File: config.mk
export PLATFORM = sky130hd
export DESIGN_NAME = pmem_arbiter
export DESIGN_NICKNAME = d
export VERILOG_FILES = /design/src/rtl/pmem_arbiter.sv
export SDC_FILE = /design/constraint.sdc
export NUM_CORES = 1
export LEC_CHECK = 0
export BUFFER_PORTS_ARGS = -buffer_cell sky130_fd_sc_hd__buf_2
export CORE_AREA = 3 3 561 563
export CTS_CLUSTER_SIZE = 24
export DETAILED_ROUTE_END_ITERATION = 6
export DIE_AREA = 0 0 564 566
export PLACE_DENSITY = 0.3
export REMOVE_ABC_BUFFERS = 1
export SLEW_MARGIN = 10
export SYNTH_ARGS = -nofsm -noshare
export SYNTH_HDL_FRONTEND = slang
export SYNTH_SLANG_ARGS = --single-unit
File: constraint.sdc
create_clock -name clk -period 3.6 [get_ports clk]
set_input_delay 0.36 -clock clk [delete_from_list [all_inputs] [get_ports clk]]
set_output_delay 0.36 -clock clk [all_outputs]
set_load 0.005 [all_outputs]
File: src/rtl/pmem_arbiter.sv
// pmem_arbiter
//   Shares the single 256-bit physical memory port between the I-cache line
//   fill interface and the D-cache fill/writeback interface. Only one
//   transaction is in flight at a time. The response is returned to the owner
//   in the same cycle that memory answers. When both caches contend, the one
//   that did not own the port last is granted, so the port alternates.
//
// State  | meaning
// -------+-----------------------------------------------------------------
// IDLE   | no owner; pmem_* held at 0, pmem_resp ignored, arbitration here
// GRANT_I| I-cache owns the port; pmem_* follow the i_* request
// GRANT_D| D-cache owns the port; pmem_* follow the d_* request
//
// Ports
//   clk, rst_n                   clock, synchronous active-low reset
//   i_read, i_addr               I-cache line read request (level)
//   i_resp, i_rdata              I-cache completion pulse and line data
//   d_read, d_write, d_addr,
//   d_wdata                      D-cache line read / writeback request (level)
//   d_resp, d_rdata              D-cache completion pulse and line data
//   pmem_read, pmem_write,
//   pmem_addr, pmem_wdata        memory command, held until pmem_resp
//   pmem_resp, pmem_rdata        memory completion pulse and read data
//   i_grants, d_grants,
//   conflicts                    saturating event counters
module pmem_arbiter #(
  parameter int CNT_W = 16
) (
  input  logic               clk,
  input  logic               rst_n,
  input  logic               i_read,
  input  logic [31:0]        i_addr,
  output logic               i_resp,
  output logic [255:0]       i_rdata,
  input  logic               d_read,
  input  logic               d_write,
  input  logic [31:0]        d_addr,
  input  logic [255:0]       d_wdata,
  output logic               d_resp,
  output logic [255:0]       d_rdata,
  output logic               pmem_read,
  output logic               pmem_write,
  output logic [31:0]        pmem_addr,
  output logic [255:0]       pmem_wdata,
  input  logic               pmem_resp,
  input  logic [255:0]       pmem_rdata,
  output logic [CNT_W-1:0]   i_grants,
  output logic [CNT_W-1:0]   d_grants,
  output logic [CNT_W-1:0]   conflicts
);

  typedef enum logic [1:0] {
    IDLE    = 2'd0,
    GRANT_I = 2'd1,
    GRANT_D = 2'd2
  } state_t;

  localparam logic [CNT_W-1:0] CNT_ONE = {{(CNT_W-1){1'b0}}, 1'b1};
  localparam logic [CNT_W-1:0] CNT_MAX = {CNT_W{1'b1}};

  state_t state;
  logic   last_d;  // 0: I owned the port last, 1: D owned it last
  logic   d_req;

  assign d_req = d_read | d_write;

  always_ff @(posedge clk) begin
    if (!rst_n) begin
      state     <= IDLE;
      last_d    <= 1'b0;
      i_grants  <= '0;
      d_grants  <= '0;
      conflicts <= '0;
    end else begin
      case (state)
        IDLE: begin
          if (i_read && d_req) begin
            // grant whoever did not own the port last
            state <= last_d ? GRANT_I : GRANT_D;
            if (conflicts != CNT_MAX) conflicts <= conflicts + CNT_ONE;
          end else if (i_read) begin
            state <= GRANT_I;
          end else if (d_req) begin
            state <= GRANT_D;
          end
        end
        GRANT_I: begin
          if (pmem_resp) begin
            state  <= IDLE;
            last_d <= 1'b0;
            if (i_grants != CNT_MAX) i_grants <= i_grants + CNT_ONE;
          end
        end
        GRANT_D: begin
          if (pmem_resp) begin
            state  <= IDLE;
            last_d <= 1'b1;
            if (d_grants != CNT_MAX) d_grants <= d_grants + CNT_ONE;
          end
        end
        default: state <= IDLE;
      endcase
    end
  end

  // Command and response routing follow the owner combinationally so the
  // return path adds no latency.
  always_comb begin
    pmem_read  = 1'b0;
    pmem_write = 1'b0;
    pmem_addr  = '0;
    pmem_wdata = '0;
    i_resp     = 1'b0;
    i_rdata    = '0;
    d_resp     = 1'b0;
    d_rdata    = '0;
    case (state)
      GRANT_I: begin
        pmem_read = i_read;
        pmem_addr = i_addr;
        if (pmem_resp) begin
          i_resp  = 1'b1;
          i_rdata = pmem_rdata;
        end
      end
      GRANT_D: begin
        pmem_read  = d_read;
        pmem_write = d_write;
        pmem_addr  = d_addr;
        pmem_wdata = d_wdata;
        if (pmem_resp) begin
          d_resp  = 1'b1;
          d_rdata = pmem_rdata;
        end
      end
      default: ;
    endcase
  end

endmodule

Word level (Yosys, flattened, before mapping). Index checks and enable logic that the tools add are counted.

Bits in registers: 51. Input port bits: 582. Output and inout bits: 852. Word-level logic and storage cells: 46.

Add/sub/neg operators: 3. Eq/ne operators: 9. Multiplexer cells: 19. Bitwise gates (word level): 1. Reduce and logical (&&, ||, !) cells: 9.

Operators with widths (count): two-way mux 256 bit (4); case mux 32 bit (2 select lines) (1); adder 16 x 1 -> 16 bit, second input constant (3); != test 16 bit, second input constant (3); AND reduction 3 bit (4); two-way mux 2 bit (5); two-way mux 1 bit (6); != test 2 bit, second input constant (2); != test 4 bit, second input constant (1); case mux 1 bit (2 select lines) (2); case mux 2 bit (2 select lines) (1); == test 2 x 1 -> 1 bit, second input constant (1); == test 2 bit, second input constant (1); zero test 2 bit (1); != test 2 x 1 -> 1 bit, second input constant (1); AND reduction 2 bit (1); nonzero test 2 bit (1); OR reduction 2 bit (1); logical AND 1 bit (1); OR 1 bit (1).

Longest topological paths before layout.
Depth in word-level cells: 5. Gate-level depth with buffers: 9. Depth with buffers taken out: 7.

Worst setup path before layout. Ideal clock, no wire load.

Kind: register to register. Start point: register i_grants[0]. End point: register i_grants[12]. Setup time: 0.070 ns. Arrival: 1.822 ns. Required time: 3.530 ns. Slack: 1.708 ns. Stages on the path, launching flop included: 7. Cells stage by stage: dfxtp_1 -> ha_1 -> nand4_1 -> or3_1 -> clkbuf_1 -> or4_1 -> a21oi_1.

Word-level cells in the longest chain between the ends: 2.

RTL lines: start, declared (line 47) `output logic [CNT_W-1:0] i_grants,`; start signal, assigned (line 91) `if (i_grants != CNT_MAX) i_grants <= i_grants + CNT_ONE;`; parallel branches: the longest is 2 deep, another holds adder 16 x 1 -> 16 bit.

Parallel ways; which one is timed is not known. A chain may end at the register's enable or synchronous reset.

Worst setup path in the final report.
Start point: register state[0]. End point: output pmem_addr[5].

Word-level cells in the longest chain between the ends: 2.

RTL lines: start, declared (line 61) `state_t state;`; start signal, assigned (line 79) `state <= last_d ? GRANT_I : GRANT_D;`; == test 2 bit / == test 2 x 1 -> 1 bit (equally long branches) (line 117) `case (state)`; case mux 32 bit (2 select lines) (*) (line 117); end, declared (line 43) `output logic [31:0] pmem_addr,`.

Mark *: on every way between the ends. The rest lies on a longest branch, timed or not.

==> results.toml <==
[grt]
grt_pass1_wl_um = 301000
grt_usage_pct = 15.6
grt_pass1_vias = 16900
grt_start_max_net_pins = 145
grt_overflow = 0
grt_antenna_before_repair = 299

[synth]
synthCells = 1306
async_flop_share_pct = 0
yosysWarnings = 0
synth_area_sq_mm = 0.00849
synth_edf_count = 0
yosys.cell_types.count = 44
postSynthAreaPerCell_sq_um = 6.50
ys.flop_type = "dfxtp_1"
synth-seq-cells = 51
ys_seq_area_share_pct = 12.0

[sta]
slew_violations = 0
skew_ns = 0.0164
hold_violations = 0
min_period_ns = 3.31
period_share_pct = 91.8
rsz0062_at_grt = "false"
setup_viol = 0
tightest_slew_ns = 0.995
slew_headroom_pct = 33.7
max_clock_freq_mhz = 303
setup_tns_ns = 0

[placement]
gp_congestion = 0.879
dp.cells = 6727
io_buffers = 1433
hpwl_um = 245000
placedInstanceArea_sq_mm = 0.0206

[setup_path]
critPathCapture = "pmem_addr[5]"
reg2reg_slack_ns = 1.07
r2r-start = "state[0]"
crit_fanout = 85
rr_worst_depth = 8
crit_type = "register to output pin"
endpoint_kind = "output pin"
start_kind = "register"
timing.rr.end = "d_grants[15]"
arrival_ns = 2.95
crit_path_start = "state[0]"
worst_ep_required_time_ns = 3.24

[finish]
nFillCells = 37100
drive_above_1_share_pct = 56.5
final_nets = 3202
fin_area_sq_mm = 0.0210
fin_cells = 6849
final_core_util_pct = 6.79
register_area_sq_mm = 0.00102
area_delta_synth_final_pct = 148
multi_input_area_sq_mm = 0.00683

[clock_tree]
cts_setup_buffers = 0
clk_pin_slew_ns = 0.09
holdBufCountCts = 0
h-tree-depth = 2
clk_latency_ns = 0.33
cts_buffers = 5
clock-sinks = 51
root_buffer = "clkbuf_16"
clock_path_buffers = 2
post_cts_resized = 0
cts_tree = "built"

[min_path]
min_path_type = "input pin to register"

[route]
first_iter_violations = 1261
routed_wl_um = 263000
drc = 0
drtPass1Iterations = 7
via_per_inst = 2.60
ant_nets = 0
num_vias = 17800
post_drt_wl_per_cell_um = 38.4

[floorplanning]
die_w_um = 564
dieArea_sq_mm = 0.319
pin_count = 1434
core-area_sq_mm = 0.309
initial_core_util_pct = 2.75
die_y_um = 566
placementRows = 204

[power]
total_power_mw = 4.55
ir_worst_vdd_mv = 0.219
powerDensity_mw_per_mm2 = 217
p_leak_nw = 11.9

[flow_run]
cap_violations = 0

[run_status]
status = "completed"
per-stage QoR:
step / setup slack [ns] / hold slack, ns
after detailed placement: 0.717 / 0.495
after CTS: 0.325 / 0.464
after floorplan: -4.84 / 0.451
after global routing: 0.239 / 0.513
after global placement: 0.743 / 0.486
final: 0.294 / 0.492
state kept, by name, summed over array words and instances (netlist names):
signal and flops:
conflicts 16, d_grants 16, last_d 1, state 2, i_grants 16
layout make-up:
type | instances | share of cell area (%)
Inverter | 13 | 0.232
Clock buffer | 5 | 0.595
Timing Repair Buffer | 1464 | 35.8
Antenna cell | 114 | 1.36
Clock inverter | 3 | 0.125
Tap cell | 4120 | 24.5
Multi-Input combinational cell | 1079 | 32.5
Sequential cell | 51 | 4.86
cells in the mapped netlist, types with 3 or more instances:
library cell,instances,share of area [%]
buf_1,3,0.13
nor4_1,6,0.44
nor2b_1,33,2.4
nor3_1,6,0.35
clkbuf_1,156,6.9
nand3_1,13,0.77
a21oi_1,25,1.5
or3_1,14,1.0
inv_1,12,0.53
nand4_1,14,1.0
nor2_1,13,0.57
dfxtp_1,51,12
mux2i_1,14,1.7
buf_2,4,0.24
and4_1,5,0.52
a22oi_1,33,2.9
and2_1,260,19
nand2b_1,10,0.74
ha_1,6,0.88
o31ai_1,10,0.88
o21ai_0,15,0.88
o211a_1,3,0.35
o211ai_1,5,0.44
or4_1,11,0.97
nand2_1,38,1.7
and3_1,517,38
a211oi_1,5,0.44
routing by layer:
layer / up-vias / share of wire [%] / GRT usage, %
met5: - / 0.26 / 0
met4: 106 / 1.8 / 1.71
met3: 397 / 13 / 7.91
met2: 1499 / 46 / 26.1
met1: 8450 / 39 / 18.3
li1: 7385 / - / -
worst max-delay path, stage by stage (launching register included):
cell     delay, ns
dfxtp_1       0.35
inv_1         0.14
ha_4          0.43
buf_12        0.37
a22oi_1       0.18
buf_4         0.17
nor2b_1       0.63
buf_2         0.26
how the worst min path moves through the flow:
stage / startpoint / to / depth (start not counted)
after global placement: i_grants[13] / i_grants[13] / 2
after floorplan: last_d / last_d / 2
after detailed placement: i_grants[13] / i_grants[13] / 2
after CTS: i_read / state[0] / 4
final: i_read / state[0] / 4
after global routing: i_read / state[0] / 4
placed cells by master (no fill, tap or decap), drive strengths merged, types with 15 or more instances in the layout:
master     n
a21oi     25
a22oi     33
and2     260
and3     517
buf     1464
dfxtp     51
diode    114
inv       15
nand2     38
nand4     15
nor2b     33
o21ai     15
power breakdown:
part	internal [mW]	switching, mW	total, mW
registers	0.572	0.0112	0.584
clock network	0.268	0.316	0.583
logic	1.02	2.37	3.39
total	1.86	2.70	4.55
cell families (layout without fill, tap and decap cells):
| group | count (synthesis) | count (layout) | synth area share [%] |
|---|---|---|---|
| adder cells (fa/ha/maj) | 6 | 6 | 0.884 |
| flip-flops | 51 | 51 | 12.0 |
| AO/OA/AOI/OAI | 113 | 113 | 9.06 |
| XOR/XNOR | 1 | 1 | 0.103 |
| AND/OR/NAND/NOR | 945 | 945 | 68.4 |
| multiplexers | 14 | 14 | 1.65 |
| other | 0 | 114 | 0 |
| buffers and inverters | 176 | 1485 | 7.84 |
Power figures use the tool's default switching activity.
